### src/rtl/deadlock_report_unit.sv
// Confirms a persistent deadlock indication from the dataflow monitor and offers
// one timestamped stop snapshot per deadlock episode over a valid/ready handshake.
module deadlock_report_unit #(
  parameter int unsigned NUM_PROC       = 4,
  parameter int unsigned CONFIRM_CYCLES = 16,
  parameter int unsigned TS_W           = 32,
  parameter int unsigned EVT_W          = 8
) (
  input  logic                clk_i,
  input  logic                rst_i,
  input  logic                block_i,
  input  logic [NUM_PROC-1:0] proc_stop_vec_i,
  input  logic                clear_i,
  output logic                report_valid_o,
  input  logic                report_ready_i,
  output logic [NUM_PROC-1:0] report_proc_vec_o,
  output logic [TS_W-1:0]     report_ts_o,
  output logic                deadlock_o,
  output logic [EVT_W-1:0]    event_count_o
);

  typedef enum logic [1:0] {
    IDLE    = 2'd0,
    CONFIRM = 2'd1,
    REPORT  = 2'd2,
    HOLD    = 2'd3
  } state_e;

  localparam logic [16:0] CONFIRM_LAST = 17'(CONFIRM_CYCLES);

  state_e              state_q, state_d;
  logic [15:0]         cnt_q, cnt_d;
  logic [TS_W-1:0]     ts_q;
  logic                valid_q, valid_d;
  logic [NUM_PROC-1:0] vec_q, vec_d;
  logic [TS_W-1:0]     rts_q, rts_d;
  logic                dl_q, dl_d;
  logic [EVT_W-1:0]    ev_q, ev_d;
  logic                confirm_done;
  logic                enter_report;

  assign confirm_done = ({1'b0, cnt_q} + 17'd1) == CONFIRM_LAST;
  assign enter_report = (state_d == REPORT) && (state_q != REPORT);

  always_ff @(posedge clk_i or posedge rst_i) begin
    if (rst_i) begin
      state_q <= IDLE;
    end else begin
      state_q <= state_d;
    end
  end

  // Clear overrides every transition, including completion of a handshake.
  always_comb begin
    state_d = state_q;
    if (clear_i) begin
      state_d = IDLE;
    end else begin
      unique case (state_q)
        IDLE: begin
          if (block_i) begin
            state_d = (CONFIRM_CYCLES == 1) ? REPORT : CONFIRM;
          end
        end
        CONFIRM: begin
          if (!block_i) begin
            state_d = IDLE;
          end else if (confirm_done) begin
            state_d = REPORT;
          end
        end
        REPORT: begin
          if (report_ready_i) begin
            state_d = HOLD;
          end
        end
        HOLD: begin
          if (!block_i) begin
            state_d = IDLE;
          end
        end
        default: state_d = IDLE;
      endcase
    end
  end

  always_comb begin
    cnt_d   = cnt_q;
    valid_d = (state_d == REPORT);
    vec_d   = vec_q;
    rts_d   = rts_q;
    dl_d    = dl_q;
    ev_d    = ev_q;
    if (clear_i) begin
      cnt_d = '0;
      dl_d  = 1'b0;
    end else begin
      unique case (state_q)
        IDLE:    cnt_d = block_i ? 16'd1 : '0;
        CONFIRM: cnt_d = (block_i && !confirm_done) ? cnt_q + 16'd1 : '0;
        default: cnt_d = '0;
      endcase
      // Snapshot taken on the entry edge so the payload is frozen for the whole offer.
      if (enter_report) begin
        vec_d = proc_stop_vec_i;
        rts_d = ts_q;
        dl_d  = 1'b1;
        if (ev_q != '1) begin
          ev_d = ev_q + 1'b1;
        end
      end
    end
  end

  always_ff @(posedge clk_i or posedge rst_i) begin
    if (rst_i) begin
      cnt_q   <= '0;
      ts_q    <= '0;
      valid_q <= 1'b0;
      vec_q   <= '0;
      rts_q   <= '0;
      dl_q    <= 1'b0;
      ev_q    <= '0;
    end else begin
      cnt_q   <= cnt_d;
      ts_q    <= ts_q + 1'b1;
      valid_q <= valid_d;
      vec_q   <= vec_d;
      rts_q   <= rts_d;
      dl_q    <= dl_d;
      ev_q    <= ev_d;
    end
  end

  assign report_valid_o    = valid_q;
  assign report_proc_vec_o = vec_q;
  assign report_ts_o       = rts_q;
  assign deadlock_o        = dl_q;
  assign event_count_o     = ev_q;

endmodule

### config.mk
export PLATFORM = sky130hd
export DESIGN_NAME = deadlock_report_unit
export DESIGN_NICKNAME = d
export VERILOG_FILES = /design/src/rtl/deadlock_report_unit.sv
export SDC_FILE = /design/constraint.sdc
export NUM_CORES = 1
export LEC_CHECK = 0
export ABC_AREA = 1
export CORE_MARGIN = 2
export CORE_UTILIZATION = 50
export DETAILED_ROUTE_END_ITERATION = 7
export HOLD_SLACK_MARGIN = 0.05
export PLACE_DENSITY = 0.78
export SLEW_MARGIN = 25
export SYNTH_ARGS = -nofsm -noshare
export SYNTH_HDL_FRONTEND = slang
export SYNTH_SLANG_ARGS = --single-unit
### constraint.sdc
create_clock -name clk_i -period 2.7 [get_ports clk_i]
set_clock_uncertainty 0.2 [all_clocks]
set_input_delay 0.27 -clock clk_i [delete_from_list [all_inputs] [get_ports clk_i]]
set_output_delay 0.27 -clock clk_i [all_outputs]
set_load 0.05 [all_outputs]
Word level (Yosys, flattened, before mapping)

Index checks and enable logic that the tools add are counted.

Flip-flop bits (word level): 96
Bits in latches: 0
RAM bits: 0
Bits in read-only memories: 0
Input port bits: 9
Output and inout port bits: 46
Word-level logic and storage cells: 40
Memories kept: 0

$add $sub $neg: 4
Multipliers: 0
Divide/modulo/power cells: 0
Order comparisons: 0
Equality and inequality tests: 7
Shifts and indexed selects: 0
Mux-type cells: 13
Bitwise operators: 1
Reductions and logical operators: 7

Operator list:

| operator              | number |
|---|---|
| $add 32x1->32 const B | 1 |
| $mux 16               | 2 |
| $pmux 16 s2           | 1 |
| $add 16x1->17 const B | 1 |
| $eq 17x5->1 const B   | 1 |
| $add 16x1->16 const B | 1 |
| $mux 2                | 6 |
| $add 8x1->8 const B   | 1 |
| $ne 8x8->1 const B    | 1 |
| $pmux 2 s4            | 1 |
| $eq 2x2->1 const B    | 3 |
| $mux 1                | 3 |
| $reduce_and 3->1      | 1 |
| $eq 2x1->1 const B    | 1 |
| $logic_and 1x1->1     | 2 |
| $logic_not 2->1       | 1 |
| $ne 2x2->1 const B    | 1 |
| $reduce_and 2->1      | 1 |
| $reduce_bool 2->1     | 1 |
| $logic_not 1->1       | 1 |
| $not 1->1             | 1 |

Longest topological paths before layout

Depth after elaboration: 10
Depth in mapped cells: 17
Depth with buffers taken out: 16

Worst setup path after synthesis

No wires, ideal clock.

Kind: reg-to-reg
From: reg cnt_q[0]
To: reg rts_q[10] (netlist: report_ts_o[10])
Library setup time: 0.120 ns
Data arrival time: 2.012 ns
Required time: 2.380 ns
Path slack: 0.368 ns
Stages on the path, launching flop included: 18
Buffers on the path: 1
Clock period less this slack: 2.332 ns
Cells stage by stage: dfrtp_1 ha_1 nand2_1 nor2_2 nand3_1 nand2_1 nand2_1 nor2_1 nand2_1 nor2_1 nand2_1 nand2_1 nand3_2 nor2_4 nand2_4 buf_6 nand2_1 o21ai_2

Longest elaborated chain between the ends: 9

Ends and longest elaborated chain:

| item                              | RTL line | text |
|---|---|---|
| start, declared                   | 32       | `logic [15:0] cnt_q, cnt_d;` |
| start signal, assigned            | 125      | `cnt_q <= cnt_d;` |
| $add 16x1->17                     | 42       | `assign confirm_done = ({1'b0, cnt_q} + 17'd1) == CONFIRM_LAST;` |
| $eq 17x5->1                       | 42       |  |
| $mux 2                            | 68       | `end else if (confirm_done) begin` |
| $mux 2                            | 66       | `if (!block_i) begin` |
| $pmux 2 s4                        | 59       | `unique case (state_q)` |
| $mux 2                            | 56       | `if (clear_i) begin` |
| $eq 2x2->1                        | 43       | `assign enter_report = (state_d == REPORT) && (state_q != REPORT);` |
| $logic_and 1x1->1                 | 43       |  |
| $reduce_and 2->1 (no source line) | -        |  |
| end signal, assigned              | 129      | `rts_q <= rts_d;` |
| end, declared                     | 36       | `logic [TS_W-1:0] rts_q, rts_d;` |

Every way passes these cells.
A chain may end at the register's enable or synchronous reset.

Final worst setup path

From: reg cnt_q[1]
To: reg rts_q[29] (netlist: report_ts_o[29])

The elaborated chain is that of the path after synthesis.

==> metrics.cfg <==
[sta]
finalWorstSetupSlack_ns=0.111
finalHoldViolCount=0
finalCritPeriodShare=0.959
hold_ws_ns=0.0936
slew_headroom=0.633
maxSlewViolCount=0
setup_viol=0
max_freq_mhz=386
fin_crit_ns=2.59
tightest_slew_ns=0.550

[final_layout]
design_area_sq_mm=0.00561
utilization=0.640
antenna_cells=0
fin_nets=581
drive_above_1_share=0.153
areaGrowthSynthToFinish_pct=24.1
fillers=702

[synth]
yosysSeqAreaShare=0.532
ys_types=26
ys_warn_count=0
netlist_instances=499
synthesis.area_sq_mm=0.00452
synth_nets=511
syn_area_per_cell_sq_um=9.05
ys_ff_latch=96

[power_and_ir_drop]
max-vdd-ir-drop_mv=0.518
powerDensity_mw_per_mm2=589
p_leak_uw=0.00254
p_total_uw=3310

[floorplanning]
io_pins=55
core-area_sq_mm=0.00876
initial_utilization=0.516
fp-row-count=34
die_w_microns=99.1
die_h_microns=99.1
die_area_sq_mm=0.00981

[clock_tree]
cts-root-buf=clkbuf_8
h-tree-depth=3
cts_sinks=96
cts_buffers=9
insertion_delay_ns=0.37
tritoncts=yes
cts_hold_buf=0
path_clk_slew_ns=0.10
clk_path_buf_depth=2

[placement]
dp_hpwl_mm=6.70
detailed_place.area_sq_mm=0.00520
pre_cts_slack_ns=-0.0662
io_buffer_count=54
gp_congestion=0.914

[setup_path]
cp-start-kind=register
worstPathArrival_ns=2.64
critPathCaptureType=register
cp_max_fo=15
worstPathRequired_ns=2.75
path_class=reg -> reg

[routing]
drt-total-wl_mm=10.4
drt-initial-drc-count=209
wl_per_cell_microns=15.2
dr.pass1.iters=5
postRouteAntennaNets=0
drc_errors=0
via_per_inst=5.42
route.vias.total=3699

[global_route]
grt_max_degree=62
grt-ovfl-total=0
grt_use_met2=0.317
grt_most_used_layer=met2
use_met3=0.0447
met1_usage=0.284
antenna_found_initial=0
grt_first_pass_wirelength_mm=16.2
track_usage=0.204
grt_pass1_vias=3569

[job]
cap_violations=0

[outcome]
status=complete, no violations

[hold_path]
hold_path.class=in -> async

-- worst paths after layout --
path,start,depth (start not counted),slack [ns],endpoint
min in group clk_i,proc_stop_vec_i[1],3,0.26,report_proc_vec_o[1]$_DFFE_PP0P_
worst max register to register,cnt_q[1]$_DFF_PP0_,17,0.11,report_ts_o[29]$_DFFE_PP0P_
worst min-delay path,rst_i,2,0.09,report_ts_o[23]$_DFFE_PP0P_
max in group asynchronous,rst_i,3,1.54,cnt_q[1]$_DFF_PP0_
worst max-delay path,cnt_q[1]$_DFF_PP0_,17,0.11,report_ts_o[29]$_DFFE_PP0P_
worst min register to register,ts_q[16]$_DFF_PP0_,1,0.27,ts_q[16]$_DFF_PP0_
-- power by group --
group / switching [uW] / internal (uW)
clock: 523 / 457
combinational: 494 / 234
sequential: 72.3 / 1530
total: 1090 / 2220
-- stage by stage --
stage          setup TNS [ns]  std cells
6_report                    0        682
5_1_grt                -0.822        682
4_1_cts                     0        676
3_5_place_dp           -0.298        660
3_3_place_gp                0        660
2_1_floorplan               0        499
-- Yosys cell counts --
library cell	number	area, sq um
nand4_1	18	113
nor2_1	36	135
nor4_1	4	25.0
clkbuf_1	3	11.3
inv_2	1	3.75
o21ai_2	24	210
nor2_4	1	11.3
nand2_1	137	514
inv_1	52	195
nand2_4	1	11.3
nor3_2	2	20.0
xnor2_1	6	52.6
nor2_2	7	43.8
a21oi_1	8	40.0
nand3_1	38	190
buf_6	6	67.6
nor3_1	14	70.1
nor3b_1	2	15.0
nand3_2	3	30.0
dfrtp_1	96	2400
xor2_1	31	272
o21ai_1	1	5.00
ha_1	3	37.5
o21bai_1	2	15.0
nor4_2	1	12.5
buf_4	2	15.0
-- worst max-delay path, cell delays in order (launching register included) --
cell       delay, ns
dfrtp_2         0.42
ha_4            0.17
nand2_2         0.08
nor2_4          0.17
nand3_1         0.10
nand2_1         0.10
nand2_1         0.07
nor2_1          0.10
nand2_1         0.05
nor2_1          0.10
nand2_1         0.10
nand3_2         0.08
nand3_2         0.10
nor2_4          0.17
nand2_4         0.12
clkbuf_16       0.21
nand2_1         0.08
o21ai_2         0.05
-- repair_timing --
action                                  CTS  global route
pin swaps                                 0             4
gates cloned                              0             3
hold endpoints to repair                  0             0
buffers inserted                          0             3
gates resized for setup                   1            25
endpoints found under the setup margin    8            45
-- placed cells by master, fill, tap and decap left out --
cell | synthesis | routed
a21oi_1 | 8 | 8
buf_12 | 0 | 1
buf_16 | 0 | 1
buf_4 | 2 | 9
buf_6 | 6 | 3
bufinv_16 | 0 | 1
clkbuf_16 | 0 | 2
clkbuf_8 | 0 | 10
clkdlybuf4s50_1 | 0 | 54
clkinv_2 | 0 | 1
clkinv_4 | 0 | 1
clkinvlp_4 | 0 | 3
dfrtp_1 | 96 | 94
dfrtp_2 | 0 | 2
ha_1 | 3 | 2
ha_4 | 0 | 1
inv_1 | 52 | 51
inv_2 | 1 | 1
inv_6 | 0 | 1
nand2_1 | 137 | 133
nand2_2 | 0 | 4
nand2_4 | 1 | 1
nand3_1 | 38 | 35
nand3_2 | 3 | 3
nand3_4 | 0 | 3
nand4_1 | 18 | 18
nor2_1 | 36 | 32
nor2_2 | 7 | 7
nor2_4 | 1 | 5
nor3_1 | 14 | 14
nor3_2 | 2 | 2
nor3b_1 | 2 | 2
nor4_1 | 4 | 4
nor4_2 | 1 | 1
o21ai_1 | 1 | 1
o21ai_2 | 24 | 24
o21bai_1 | 2 | 2
xnor2_1 | 6 | 5
xnor2_2 | 0 | 1
xor2_1 | 31 | 31
-- layer usage --
metal | wire length [microns] | up-vias
li1 | - | 1737
met1 | 4600 | 1847
met2 | 5120 | 99
met3 | 457 | 16
met4 | 187 | 0
met5 | 0 | -
-- logic make-up (layout without fill, tap and decap cells) --
group,count (synthesis),after routing,synth area share
adder cells (fa/ha/maj),3,3,0.00831
AO/OA/AOI/OAI,35,35,0.0598
buffers and inverters,64,139,0.0648
XOR/XNOR,37,37,0.0717
AND/OR/NAND/NOR,264,264,0.264
flip-flops,96,96,0.532
-- flip-flops by register name, summed over array words and instances (netlist names) --
| signal | cells |
|---|---|
| deadlock_o | 1 |
| cnt_q | 16 |
| ts_q | 32 |
| report_proc_vec_o | 4 |
| event_count_o | 8 |
| report_ts_o | 32 |
| state_q | 2 |
| report_valid_o | 1 |
-- area by class of cell --
| cell class | instances | area, sq um | area share |
|---|---|---|---|
| multi-input cells | 339 | 1920 | 0.342 |
| repair buffers | 70 | 739 | 0.132 |
| clock buffers | 10 | 138 | 0.0245 |
| inverters | 53 | 203 | 0.0361 |
| flip-flops and latches | 96 | 2400 | 0.429 |
| clock inverters | 6 | 67.6 | 0.0120 |
| well taps | 108 | 135 | 0.0241 |
Note: power is estimated with default switching activity, not from simulation.
